## config.mk

```make
export PLATFORM = sky130hd
export DESIGN_NAME = trap_ctrl_flat
export DESIGN_NICKNAME = d
export VERILOG_FILES = /design/src/rtl/trap_pkg.sv /design/src/rtl/trap_ctrl_if.sv /design/src/rtl/trap_prio_enc.sv /design/src/rtl/trap_ctrl.sv /design/src/flat_wrapper.sv
export SDC_FILE = /design/constraint.sdc
export NUM_CORES = 1
export LEC_CHECK = 0
export CORE_UTILIZATION = 25
export CTS_CLUSTER_SIZE = 24
export DETAILED_ROUTE_END_ITERATION = 10
export PLACE_DENSITY_LB_ADDON = 0.05
export REMOVE_ABC_BUFFERS = 1
export SYNTH_ARGS = -nofsm -noshare
export SYNTH_HDL_FRONTEND = slang
export SYNTH_HIERARCHICAL = 1
export SYNTH_SLANG_ARGS = --single-unit
```

## constraint.sdc

```tcl
create_clock -name i_clk -period 5.1 [get_ports i_clk]
set_input_delay 1.53 -clock i_clk [delete_from_list [all_inputs] [get_ports i_clk]]
set_output_delay 1.53 -clock i_clk [all_outputs]
set_load 0.005 [all_outputs]
```

## src/rtl/trap_pkg.sv

```systemverilog
// Shared encodings for the trap controller: FSM states, interrupt cause codes
// and the position of the interrupt flag inside CAUSE.
package trap_pkg;

    localparam int TRAP_XLEN = 64;

    typedef enum logic [1:0] {
        IDLE,
        DRAIN,
        ISSUE,
        WAIT_ACK
    } trap_state_e;

    localparam logic [3:0] CAUSE_MEI = 4'd11;
    localparam logic [3:0] CAUSE_MSI = 4'd3;
    localparam logic [3:0] CAUSE_MTI = 4'd7;

    // The interrupt flag is always the MSB of CAUSE, whatever XLEN is.
    function automatic int irq_flag_bit(input int xlen);
        return xlen - 1;
    endfunction

endpackage

```

## src/rtl/trap_ctrl_if.sv

```systemverilog
// Bundle between the pipeline/CSR file and the trap controller; names are
// written from the controller's point of view.
interface trap_ctrl_if #(
    parameter int XLEN = 64
);
    logic            i_exc_valid;
    logic [3:0]      i_exc_code;
    logic [XLEN-1:0] i_exc_pc;
    logic            i_irq_ext;
    logic            i_irq_sw;
    logic            i_irq_tmr;
    logic            i_mstatus_mie;
    logic [11:0]     i_mie_mask;
    logic [XLEN-1:0] i_retire_npc;
    logic            i_pipe_empty;
    logic            i_redirect_ack;

    logic            o_flush;
    logic            o_cs;
    logic [XLEN-1:0] o_cause;
    logic [XLEN-1:0] o_npc;
    logic            o_busy;
    logic            o_trap_err;

    modport master (
        output i_exc_valid, i_exc_code, i_exc_pc, i_irq_ext, i_irq_sw, i_irq_tmr,
               i_mstatus_mie, i_mie_mask, i_retire_npc, i_pipe_empty, i_redirect_ack,
        input  o_flush, o_cs, o_cause, o_npc, o_busy, o_trap_err
    );

    modport slave (
        input  i_exc_valid, i_exc_code, i_exc_pc, i_irq_ext, i_irq_sw, i_irq_tmr,
               i_mstatus_mie, i_mie_mask, i_retire_npc, i_pipe_empty, i_redirect_ack,
        output o_flush, o_cs, o_cause, o_npc, o_busy, o_trap_err
    );

endinterface

```

## src/rtl/trap_prio_enc.sv

```systemverilog
// Qualifies interrupt requests with their enables and picks the winning trap:
// exception, then external, software, timer interrupt.
module trap_prio_enc
    import trap_pkg::*;
#(
    parameter int XLEN = TRAP_XLEN
) (
    input  logic            i_exc_valid,
    input  logic [3:0]      i_exc_code,
    input  logic            i_irq_ext,
    input  logic            i_irq_sw,
    input  logic            i_irq_tmr,
    input  logic            i_mstatus_mie,
    input  logic [11:0]     i_mie_mask,
    output logic            o_valid,
    output logic [XLEN-1:0] o_cause,
    output logic            o_sel_exc
);

    logic w_ext;
    logic w_sw;
    logic w_tmr;
    logic w_unused_mask;

    assign w_ext = i_irq_ext & i_mie_mask[CAUSE_MEI] & i_mstatus_mie;
    assign w_sw  = i_irq_sw  & i_mie_mask[CAUSE_MSI] & i_mstatus_mie;
    assign w_tmr = i_irq_tmr & i_mie_mask[CAUSE_MTI] & i_mstatus_mie;

    // Only the three machine-level interrupt enables exist in this core.
    assign w_unused_mask = ^{i_mie_mask[10:8], i_mie_mask[6:4], i_mie_mask[2:0]};

    always_comb begin
        o_valid   = 1'b0;
        o_cause   = '0;
        o_sel_exc = 1'b0;
        if (i_exc_valid) begin
            o_valid      = 1'b1;
            o_sel_exc    = 1'b1;
            o_cause[3:0] = i_exc_code;
        end else if (w_ext || w_sw || w_tmr) begin
            o_valid                      = 1'b1;
            o_cause[irq_flag_bit(XLEN)]  = 1'b1;
            o_cause[3:0]                 = w_ext ? CAUSE_MEI : (w_sw ? CAUSE_MSI : CAUSE_MTI);
        end
    end

endmodule

```

## src/rtl/trap_ctrl.sv

```systemverilog
// Trap sequencer: accepts one qualified trap, drains the pipeline, strobes CS
// into the CSR file and holds off further traps until the PC redirect.
module trap_ctrl
    import trap_pkg::*;
#(
    parameter int XLEN          = TRAP_XLEN,
    parameter int DRAIN_TIMEOUT = 16,
    parameter int ACK_TIMEOUT   = 8
) (
    input logic        i_clk,
    input logic        i_rst,
    trap_ctrl_if.slave bus
);

    localparam int CNT_MAX = (DRAIN_TIMEOUT > ACK_TIMEOUT) ? DRAIN_TIMEOUT : ACK_TIMEOUT;
    localparam int CNT_W   = (CNT_MAX > 1) ? $clog2(CNT_MAX) : 1;
    localparam logic [CNT_W-1:0] DRAIN_LAST = CNT_W'(DRAIN_TIMEOUT - 1);
    localparam logic [CNT_W-1:0] ACK_LAST   = CNT_W'(ACK_TIMEOUT - 1);

    logic            w_valid;
    logic [XLEN-1:0] w_cause;
    logic            w_sel_exc;

    trap_state_e     r_state;
    logic [CNT_W-1:0] r_cnt;
    logic            r_flush;
    logic            r_cs;
    logic            r_busy;
    logic            r_trap_err;
    logic [XLEN-1:0] r_cause;
    logic [XLEN-1:0] r_npc;

    trap_prio_enc #(.XLEN(XLEN)) u_prio (
        .i_exc_valid   (bus.i_exc_valid),
        .i_exc_code    (bus.i_exc_code),
        .i_irq_ext     (bus.i_irq_ext),
        .i_irq_sw      (bus.i_irq_sw),
        .i_irq_tmr     (bus.i_irq_tmr),
        .i_mstatus_mie (bus.i_mstatus_mie),
        .i_mie_mask    (bus.i_mie_mask),
        .o_valid       (w_valid),
        .o_cause       (w_cause),
        .o_sel_exc     (w_sel_exc)
    );

    // Requests are only looked at in IDLE, so exceptions from killed
    // instructions during DRAIN/WAIT_ACK fall away on their own.
    always_ff @(posedge i_clk or posedge i_rst) begin
        if (i_rst) begin
            r_state    <= IDLE;
            r_cnt      <= '0;
            r_flush    <= 1'b0;
            r_cs       <= 1'b0;
            r_busy     <= 1'b0;
            r_trap_err <= 1'b0;
            r_cause    <= '0;
            r_npc      <= '0;
        end else begin
            r_cs <= 1'b0;
            case (r_state)
                IDLE: begin
                    if (w_valid) begin
                        r_cause <= w_cause;
                        r_npc   <= w_sel_exc ? bus.i_exc_pc : bus.i_retire_npc;
                        r_cnt   <= '0;
                        r_flush <= 1'b1;
                        r_busy  <= 1'b1;
                        r_state <= DRAIN;
                    end
                end
                DRAIN: begin
                    if (bus.i_pipe_empty || (r_cnt == DRAIN_LAST)) begin
                        r_cs    <= 1'b1;
                        r_cnt   <= '0;
                        r_state <= ISSUE;
                    end else if (r_cnt != '1) begin
                        r_cnt <= r_cnt + 1'b1;
                    end
                end
                ISSUE: begin
                    r_cnt   <= '0;
                    r_state <= WAIT_ACK;
                end
                WAIT_ACK: begin
                    if (bus.i_redirect_ack || (r_cnt == ACK_LAST)) begin
                        if (!bus.i_redirect_ack) begin
                            r_trap_err <= 1'b1;
                        end
                        r_flush <= 1'b0;
                        r_busy  <= 1'b0;
                        r_state <= IDLE;
                    end else if (r_cnt != '1) begin
                        r_cnt <= r_cnt + 1'b1;
                    end
                end
                default: r_state <= IDLE;
            endcase
        end
    end

    assign bus.o_flush    = r_flush;
    assign bus.o_cs       = r_cs;
    assign bus.o_busy     = r_busy;
    assign bus.o_trap_err = r_trap_err;
    assign bus.o_cause    = r_cause;
    assign bus.o_npc      = r_npc;

endmodule
```

## src/flat_wrapper.sv

```systemverilog
// flat-port wrapper written by rule: the top's interface ports become plain ports
module trap_ctrl_flat import trap_pkg::*;
#(
    parameter int XLEN          = TRAP_XLEN,
    parameter int DRAIN_TIMEOUT = 16,
    parameter int ACK_TIMEOUT   = 8
)
  (i_clk, i_rst, bus_i_exc_valid, bus_i_exc_code, bus_i_exc_pc, bus_i_irq_ext, bus_i_irq_sw, bus_i_irq_tmr, bus_i_mstatus_mie, bus_i_mie_mask, bus_i_retire_npc, bus_i_pipe_empty, bus_i_redirect_ack, bus_o_flush, bus_o_cs, bus_o_cause, bus_o_npc, bus_o_busy, bus_o_trap_err);
  trap_ctrl_if #(.XLEN(XLEN)) bus_i ();
  input logic i_clk;
  input logic i_rst;
  input wire logic [$bits(bus_i.i_exc_valid)-1:0] bus_i_exc_valid;
  input wire logic [$bits(bus_i.i_exc_code)-1:0] bus_i_exc_code;
  input wire logic [$bits(bus_i.i_exc_pc)-1:0] bus_i_exc_pc;
  input wire logic [$bits(bus_i.i_irq_ext)-1:0] bus_i_irq_ext;
  input wire logic [$bits(bus_i.i_irq_sw)-1:0] bus_i_irq_sw;
  input wire logic [$bits(bus_i.i_irq_tmr)-1:0] bus_i_irq_tmr;
  input wire logic [$bits(bus_i.i_mstatus_mie)-1:0] bus_i_mstatus_mie;
  input wire logic [$bits(bus_i.i_mie_mask)-1:0] bus_i_mie_mask;
  input wire logic [$bits(bus_i.i_retire_npc)-1:0] bus_i_retire_npc;
  input wire logic [$bits(bus_i.i_pipe_empty)-1:0] bus_i_pipe_empty;
  input wire logic [$bits(bus_i.i_redirect_ack)-1:0] bus_i_redirect_ack;
  output wire logic [$bits(bus_i.o_flush)-1:0] bus_o_flush;
  output wire logic [$bits(bus_i.o_cs)-1:0] bus_o_cs;
  output wire logic [$bits(bus_i.o_cause)-1:0] bus_o_cause;
  output wire logic [$bits(bus_i.o_npc)-1:0] bus_o_npc;
  output wire logic [$bits(bus_i.o_busy)-1:0] bus_o_busy;
  output wire logic [$bits(bus_i.o_trap_err)-1:0] bus_o_trap_err;
  assign bus_i.i_exc_valid = bus_i_exc_valid;
  assign bus_i.i_exc_code = bus_i_exc_code;
  assign bus_i.i_exc_pc = bus_i_exc_pc;
  assign bus_i.i_irq_ext = bus_i_irq_ext;
  assign bus_i.i_irq_sw = bus_i_irq_sw;
  assign bus_i.i_irq_tmr = bus_i_irq_tmr;
  assign bus_i.i_mstatus_mie = bus_i_mstatus_mie;
  assign bus_i.i_mie_mask = bus_i_mie_mask;
  assign bus_i.i_retire_npc = bus_i_retire_npc;
  assign bus_i.i_pipe_empty = bus_i_pipe_empty;
  assign bus_i.i_redirect_ack = bus_i_redirect_ack;
  assign bus_o_flush = bus_i.o_flush;
  assign bus_o_cs = bus_i.o_cs;
  assign bus_o_cause = bus_i.o_cause;
  assign bus_o_npc = bus_i.o_npc;
  assign bus_o_busy = bus_i.o_busy;
  assign bus_o_trap_err = bus_i.o_trap_err;
  trap_ctrl #(.XLEN(XLEN), .DRAIN_TIMEOUT(DRAIN_TIMEOUT), .ACK_TIMEOUT(ACK_TIMEOUT)) u_core (.i_clk(i_clk), .i_rst(i_rst), .bus(bus_i));
endmodule
```

### After elaboration in Yosys (flattened, before gate mapping)

Index checks and enable logic that the tools add are counted.

| storage, ports and cells | value |
|---|---|
| flip-flop bits (word level) | 78 |
| bits in latches | 0 |
| memory bits (writable) | 0 |
| bits in read-only memories | 0 |
| bits of input ports | 153 |
| output and inout port bits | 132 |
| memories kept | 0 |

| cells by class | value |
|---|---|
| add/sub/neg operators | 1 |
| multipliers | 0 |
| divide/modulo/power cells | 0 |
| $lt $le $gt $ge | 0 |
| equal/unequal tests | 10 |
| shift-type cells | 0 |
| muxes and demuxes | 23 |
| bitwise gates (word level) | 7 |
| reduce and logical (&&, ||, !) cells | 11 |

Operator list:

| operator | number |
|---|---|
| $mux 64 | 1 |
| $mux 4 | 7 |
| $pmux 4 s4 | 1 |
| $reduce_and 3->1 | 3 |
| $mux 1 | 8 |
| $pmux 2 s4 | 1 |
| $and 1x1->1 | 6 |
| $mux 2 | 3 |
| $add 4x1->4 const B | 1 |
| $eq 2x2->1 const B | 2 |
| $eq 4x3->1 const B | 1 |
| $eq 4x4->1 const B | 1 |
| $logic_or 1x1->1 | 4 |
| $ne 2x1->1 const B | 2 |
| $ne 2x2->1 const B | 2 |
| $ne 4x4->1 const B | 1 |
| $reduce_and 2->1 | 2 |
| $mux 3 | 1 |
| $eq 2x1->1 const B | 1 |
| $logic_not 2->1 | 1 |
| $pmux 1 s2 | 1 |
| $reduce_bool 2->1 | 1 |
| $not 1->1 | 1 |

### Longest topological paths before layout

| depth | value |
|---|---|
| depth in word-level cells | 8 |
| gate-level depth with buffers | 8 |
| depth with buffers taken out | 6 |

### Modules after synthesis

The synthesis kept the hierarchy.

By module, submodules not included:

| module | times used | cells an instance | area an instance (um^2) | seq. area each (um^2) |
|---|---|---|---|---|
| trap_ctrl | 1 | 468 | 5,840.6 | 3,428.3 |
| trap_prio_enc | 1 | 77 | 540.5 | 0.0 |

### Least setup slack after synthesis

Ideal clock, no wire load.

| timing | value |
|---|---|
| kind | input port to flip-flop |
| start | in bus_i_irq_ext |
| end | reg u_core.r_cause[0] (netlist: u_core/bus.o_cause[0]) |
| setup time | 0.127 ns |
| arrival time | 3.010 ns |
| slack | 1.963 ns |
| cell stages on the path | 7 |
| path through | a222oi_1 o21bai_1 nand2_1 buf_2 buf_6 buf_6 mux2_1 |

| between the ends | value |
|---|---|
| longest elaborated chain between the ends | 7 |
| elaborated cells on any way between the ends | 10 |
| classes of those cells | mux: 5; bitwise: 2; reduce/logical: 3 |

Ends and longest elaborated chain:

| item | line | text |
|---|---|---|
| start: declaration | flat_wrapper.sv:15 | `input wire logic [$bits(bus_i.i_irq_ext)-1:0] bus_i_irq_ext;` |
| $and 1x1->1 (2 in series) | trap_prio_enc.sv:25 | `assign w_ext = i_irq_ext & i_mie_mask[CAUSE_MEI] & i_mstatus_mie;` |
| $logic_or 1x1->1 (2 in series) | trap_prio_enc.sv:40 | `end else if (w_ext \|\| w_sw \|\| w_tmr) begin` |
| $mux 1 | trap_prio_enc.sv:40 |  |
| $mux 1 | trap_prio_enc.sv:36 | `if (i_exc_valid) begin` |
| named net u_core.w_valid | trap_ctrl.sv:20 | `logic w_valid;` |
| $reduce_and 2->1 (no line) | n/a |  |
| end signal: assignment | trap_ctrl.sv:63 | `r_cause <= w_cause;` |
| end: declaration | trap_ctrl.sv:30 | `logic [XLEN-1:0] r_cause;` |

The timed path passes the listed nets, and every way through them passes these cells.
A chain may end at the register's enable or synchronous reset.

### Final worst setup path

| timing | value |
|---|---|
| start | in bus_i_irq_ext |
| end | reg u_core.r_npc[15] (netlist: u_core/bus.o_npc[15]) |

| between the ends | value |
|---|---|
| longest elaborated chain between the ends | 7 |

Ends and longest elaborated chain:

| item | line | text |
|---|---|---|
| $and 1x1->1 (2 in series) | trap_prio_enc.sv:25 |  |
| $logic_or 1x1->1 (2 in series) | trap_prio_enc.sv:40 |  |
| $mux 1 | trap_prio_enc.sv:40 |  |
| $mux 1 | trap_prio_enc.sv:36 |  |
| named net u_core.w_valid | trap_ctrl.sv:20 |  |
| $reduce_and 2->1 (no line) | n/a |  |
| end signal: assignment | trap_ctrl.sv:64 | `r_npc <= w_sel_exc ? bus.i_exc_pc : bus.i_retire_npc;` |
| end: declaration | trap_ctrl.sv:31 | `logic [XLEN-1:0] r_npc;` |

The timed path passes the listed nets, and every way through them passes these cells.

==> run summary <==
The run finished with clean final reports. At the end of routability-driven placement, the weighted congestion stood at 0.757. Dividing total power by cell area gives a power density of 540 mW/mm^2. The run gives 1 as the initial antenna violation count. In this run the count of I/O pins placed on the die edge is 285. The library cell used most frequently in the layout, excluding fill and tap cells, is sky130_fd_sc_hd__clkdlybuf4s50_1. The detailed router finished its first iteration with 154 violations.

The synthesis-stage register bit count is 137. For this run, asynchronously set or reset flops after synthesis account for 100%. After routing, the total negative slack on setup checks comes to 0 ps. TritonCTS built the clock tree. Overall via count from detail_route: 4667. The worst setup path is launched from a primary input. Of all cell types, the one taking the most synthesized area is sky130_fd_sc_hd__dfrtp_1. After legalization and detailed placement, the total HPWL measured 12.8 mm. Compared with the post-synthesis result, the final layout area differs by 54.4%. The number of inserted diodes came out at 0. Number of global-route vias before repair: 4784. Input and output buffers added on the ports amount to 275. The highest net fanout along the worst path came out at 54.

VDD sags by at most 0.211 mV. The tools report the capturing element type of the critical path as a register. The number of H-tree levels was 4; the met3 layer wire length in the routed design was 1.14 mm.

In the final layout, flip-flops and latches occupy 0.00343 sq mm. Setup violations remaining at the end of the flow were counted as 0. Sorting the synthesized cells by area gives the leading types as sky130_fd_sc_hd__dfrtp_1 (54%), sky130_fd_sc_hd__mux2i_1 (10%), sky130_fd_sc_hd__buf_4 (7.2%). The detail route stage leaves a number of antenna-violating nets equal to 0. The average instance area after synthesis was 11.7 sq um. The logs give 3900 ps for the worst endpoint data arrival time and 276 MHz for the highest achievable clock rate. The share of final-layout standard cells stronger than drive strength 1 is 9.56%, and the max-slew violation count is 0.

In this run the worst hold path is classified as reg -> reg. For the final core area utilization, the log shows 39.2%. Once the floorplan was initialized, standard cells occupied 25.4% of the core.

The tools report the post-CTS resize count as 0. The fraction of synthesized cell area taken by the top area cell type came out at 53.7%. The height of the die was 162 microns.

The synthesized design contains 0 enable-type register cells. The die outline area came out at 0.0262 sq mm. After detailed routing, no signal wire sits above met4. The die is 162 microns wide.

The logs give 0.00255 sq mm for the multi-input combinational cell area and 545 for the cell count after synthesis. Largest net degree at the start of global routing: 109. Fill cell instance count of the final layout: 2496.

The worst endpoint required time is 5380 ps, and the setup slack at placement is 986 ps. The leading register cell type out of synthesis is sky130_fd_sc_hd__dfrtp_1. Clock tree synthesis inserted a total of 17 buffers. Summing internal, switching and leakage power gives 5.32 mW. The worst-case clock skew was 8.35 ps; the number of core rows was 58.

Post-CTS timing repair inserted 0 buffers for setup. The total core area was 0.0251 sq mm; the average vias per placed instance was 4.04. Static leakage: 4.40 nW. CTS placed an instance of sky130_fd_sc_hd__clkbuf_16 at the clock tree root. No sink is reached through more buffers than the 2 on the longest clock path. For the global-route wire length before repair, the log shows 26.3 mm. Setup repair after global routing left no endpoint under its margin. The logs give 0 for the number of hold buffers added after CTS and 0.00638 sq mm for the post-synthesis instance area.

The time the final worst path needs with I/O delays and setup is 3620 ps. The synthesis warning total was 6. The clock latency on the worst-skew pair was 420 ps; the register area share after synthesis was 53.7%.

The setup slack of the critical path after layout is 1480 ps, and the count of max-cap constraint violations is 0. Global routing used 13.2% of the available tracks across all layers. The critical path is of the in -> reg type.

The actual slew at the worst max-slew pin is 1060 ps, and the routed length on met1 is 7.12 mm. In the layout the commonest cells are sky130_fd_sc_hd__clkdlybuf4s50_1 (274), sky130_fd_sc_hd__dfrtp_1 (137), sky130_fd_sc_hd__nand2_1 (72). Summed over all layers, the global routing overflow is 0.

The wire length on met2 is 8.68 mm, and the routed wire length is 17.1 mm. The worst pin sits at a relative slew slack of 29.1%. The final cycle utilization of the critical path was 71.1%. For this run, the detailed router's first-pass iteration total came to 4. The tree built by TritonCTS fans out to 137 sinks. The clock transition at the registers of the reported paths was 60 ps; the number of design rule violations left after detail routing was 0. The routed wirelength normalized by instance count was 14.8 microns; the distinct cell type count after synthesis was 36.

In the final design database the tool counted 973 nets. For the final count of hold timing violations, the log shows 0.
## state kept, by name (all words and copies together) (netlist names)
name and flops:
u_core/bus.o_busy 1, u_core/bus.o_trap_err 1, u_core/bus.o_cause 64, u_core/r_cnt 4
u_core/r_state 2, u_core/bus.o_cs 1, u_core/bus.o_npc 64
## critical path, stage by stage
cell                              delay (ps)
sky130_fd_sc_hd__clkdlybuf4s50_1         440
sky130_fd_sc_hd__a222oi_1                640
sky130_fd_sc_hd__o21bai_1                270
sky130_fd_sc_hd__nand2_4                 510
sky130_fd_sc_hd__buf_12                  330
sky130_fd_sc_hd__o21ai_0                 140
## cells in the mapped netlist (2+ instances only)
cell	instances
sky130_fd_sc_hd__nor3_2	2
sky130_fd_sc_hd__nor2_1	6
sky130_fd_sc_hd__o21ai_1	19
sky130_fd_sc_hd__clkbuf_1	11
sky130_fd_sc_hd__buf_6	2
sky130_fd_sc_hd__ha_1	6
sky130_fd_sc_hd__dfrtp_1	137
sky130_fd_sc_hd__mux2i_1	66
sky130_fd_sc_hd__inv_1	7
sky130_fd_sc_hd__mux2_1	34
sky130_fd_sc_hd__nand2_1	73
sky130_fd_sc_hd__buf_4	61
sky130_fd_sc_hd__o21ai_0	49
sky130_fd_sc_hd__mux2_2	32
sky130_fd_sc_hd__a22o_1	2
sky130_fd_sc_hd__buf_2	16
sky130_fd_sc_hd__nor2b_1	3
## path summary, 6_finish.rpt
kind                                 startpoint                     end  slack, ps  cells past startpoint
max                               bus_i_irq_ext    u_core/bus.o_npc[15]       1480                      6
min                        u_core/bus.o_npc[57]    u_core/bus.o_npc[57]        480                      2
max reg2reg                   u_core/r_state[0]  u_core/bus.o_cause[30]       3120                      5
min reg2reg                u_core/bus.o_npc[57]    u_core/bus.o_npc[57]        480                      2
max in group asynchronous                 i_rst    u_core/bus.o_npc[51]       2510                      3
min in group asynchronous                 i_rst  u_core/bus.o_cause[34]       1710                      2
## per-stage QoR
stage,area (sq um),std cells,hold slack (ps)
after CTS,9850,1156,484
final,9850,1156,478
after detailed placement,9250,1125,469
after global placement,9250,1125,464
after floorplan,6000,513,466
after global routing,9850,1156,500
## cells by family (layout without fill, tap and decap cells)
group           count (synthesis)  in the layout  synth area share (%)
other cells                     1             59                0.0588
fa+ha+maj                       6              6                  1.18
buf+inv                        97            320                  9.84
mux                           132            132                  22.0
compound gates                 82             82                  7.16
simple gates                   90             90                  6.04
flops                         137            137                  53.7
## area by class of cell
cell class	instances	share of cell area (%)
clock buffer	18	4.36
clock inverter	13	1.74
inverter	7	0.318
multi-input combinational	369	25.9
sequential	137	34.8
tap	330	4.19
timing repair buffer	282	28.7
## routing by layer
layer | global-route usage [%] | vias to the layer above
li1 | - | 2291
met1 | 15.5 | 2212
met4 | 3.99 | 0
met2 | 22.9 | 153
met3 | 4.03 | 11
met5 | 0 | -
## where the power goes
part	internal [mW]	switching [mW]
registers	1.61	0.259
logic	1.37	0.825
clock network	0.773	0.483
(Power assumes the default switching activity.)
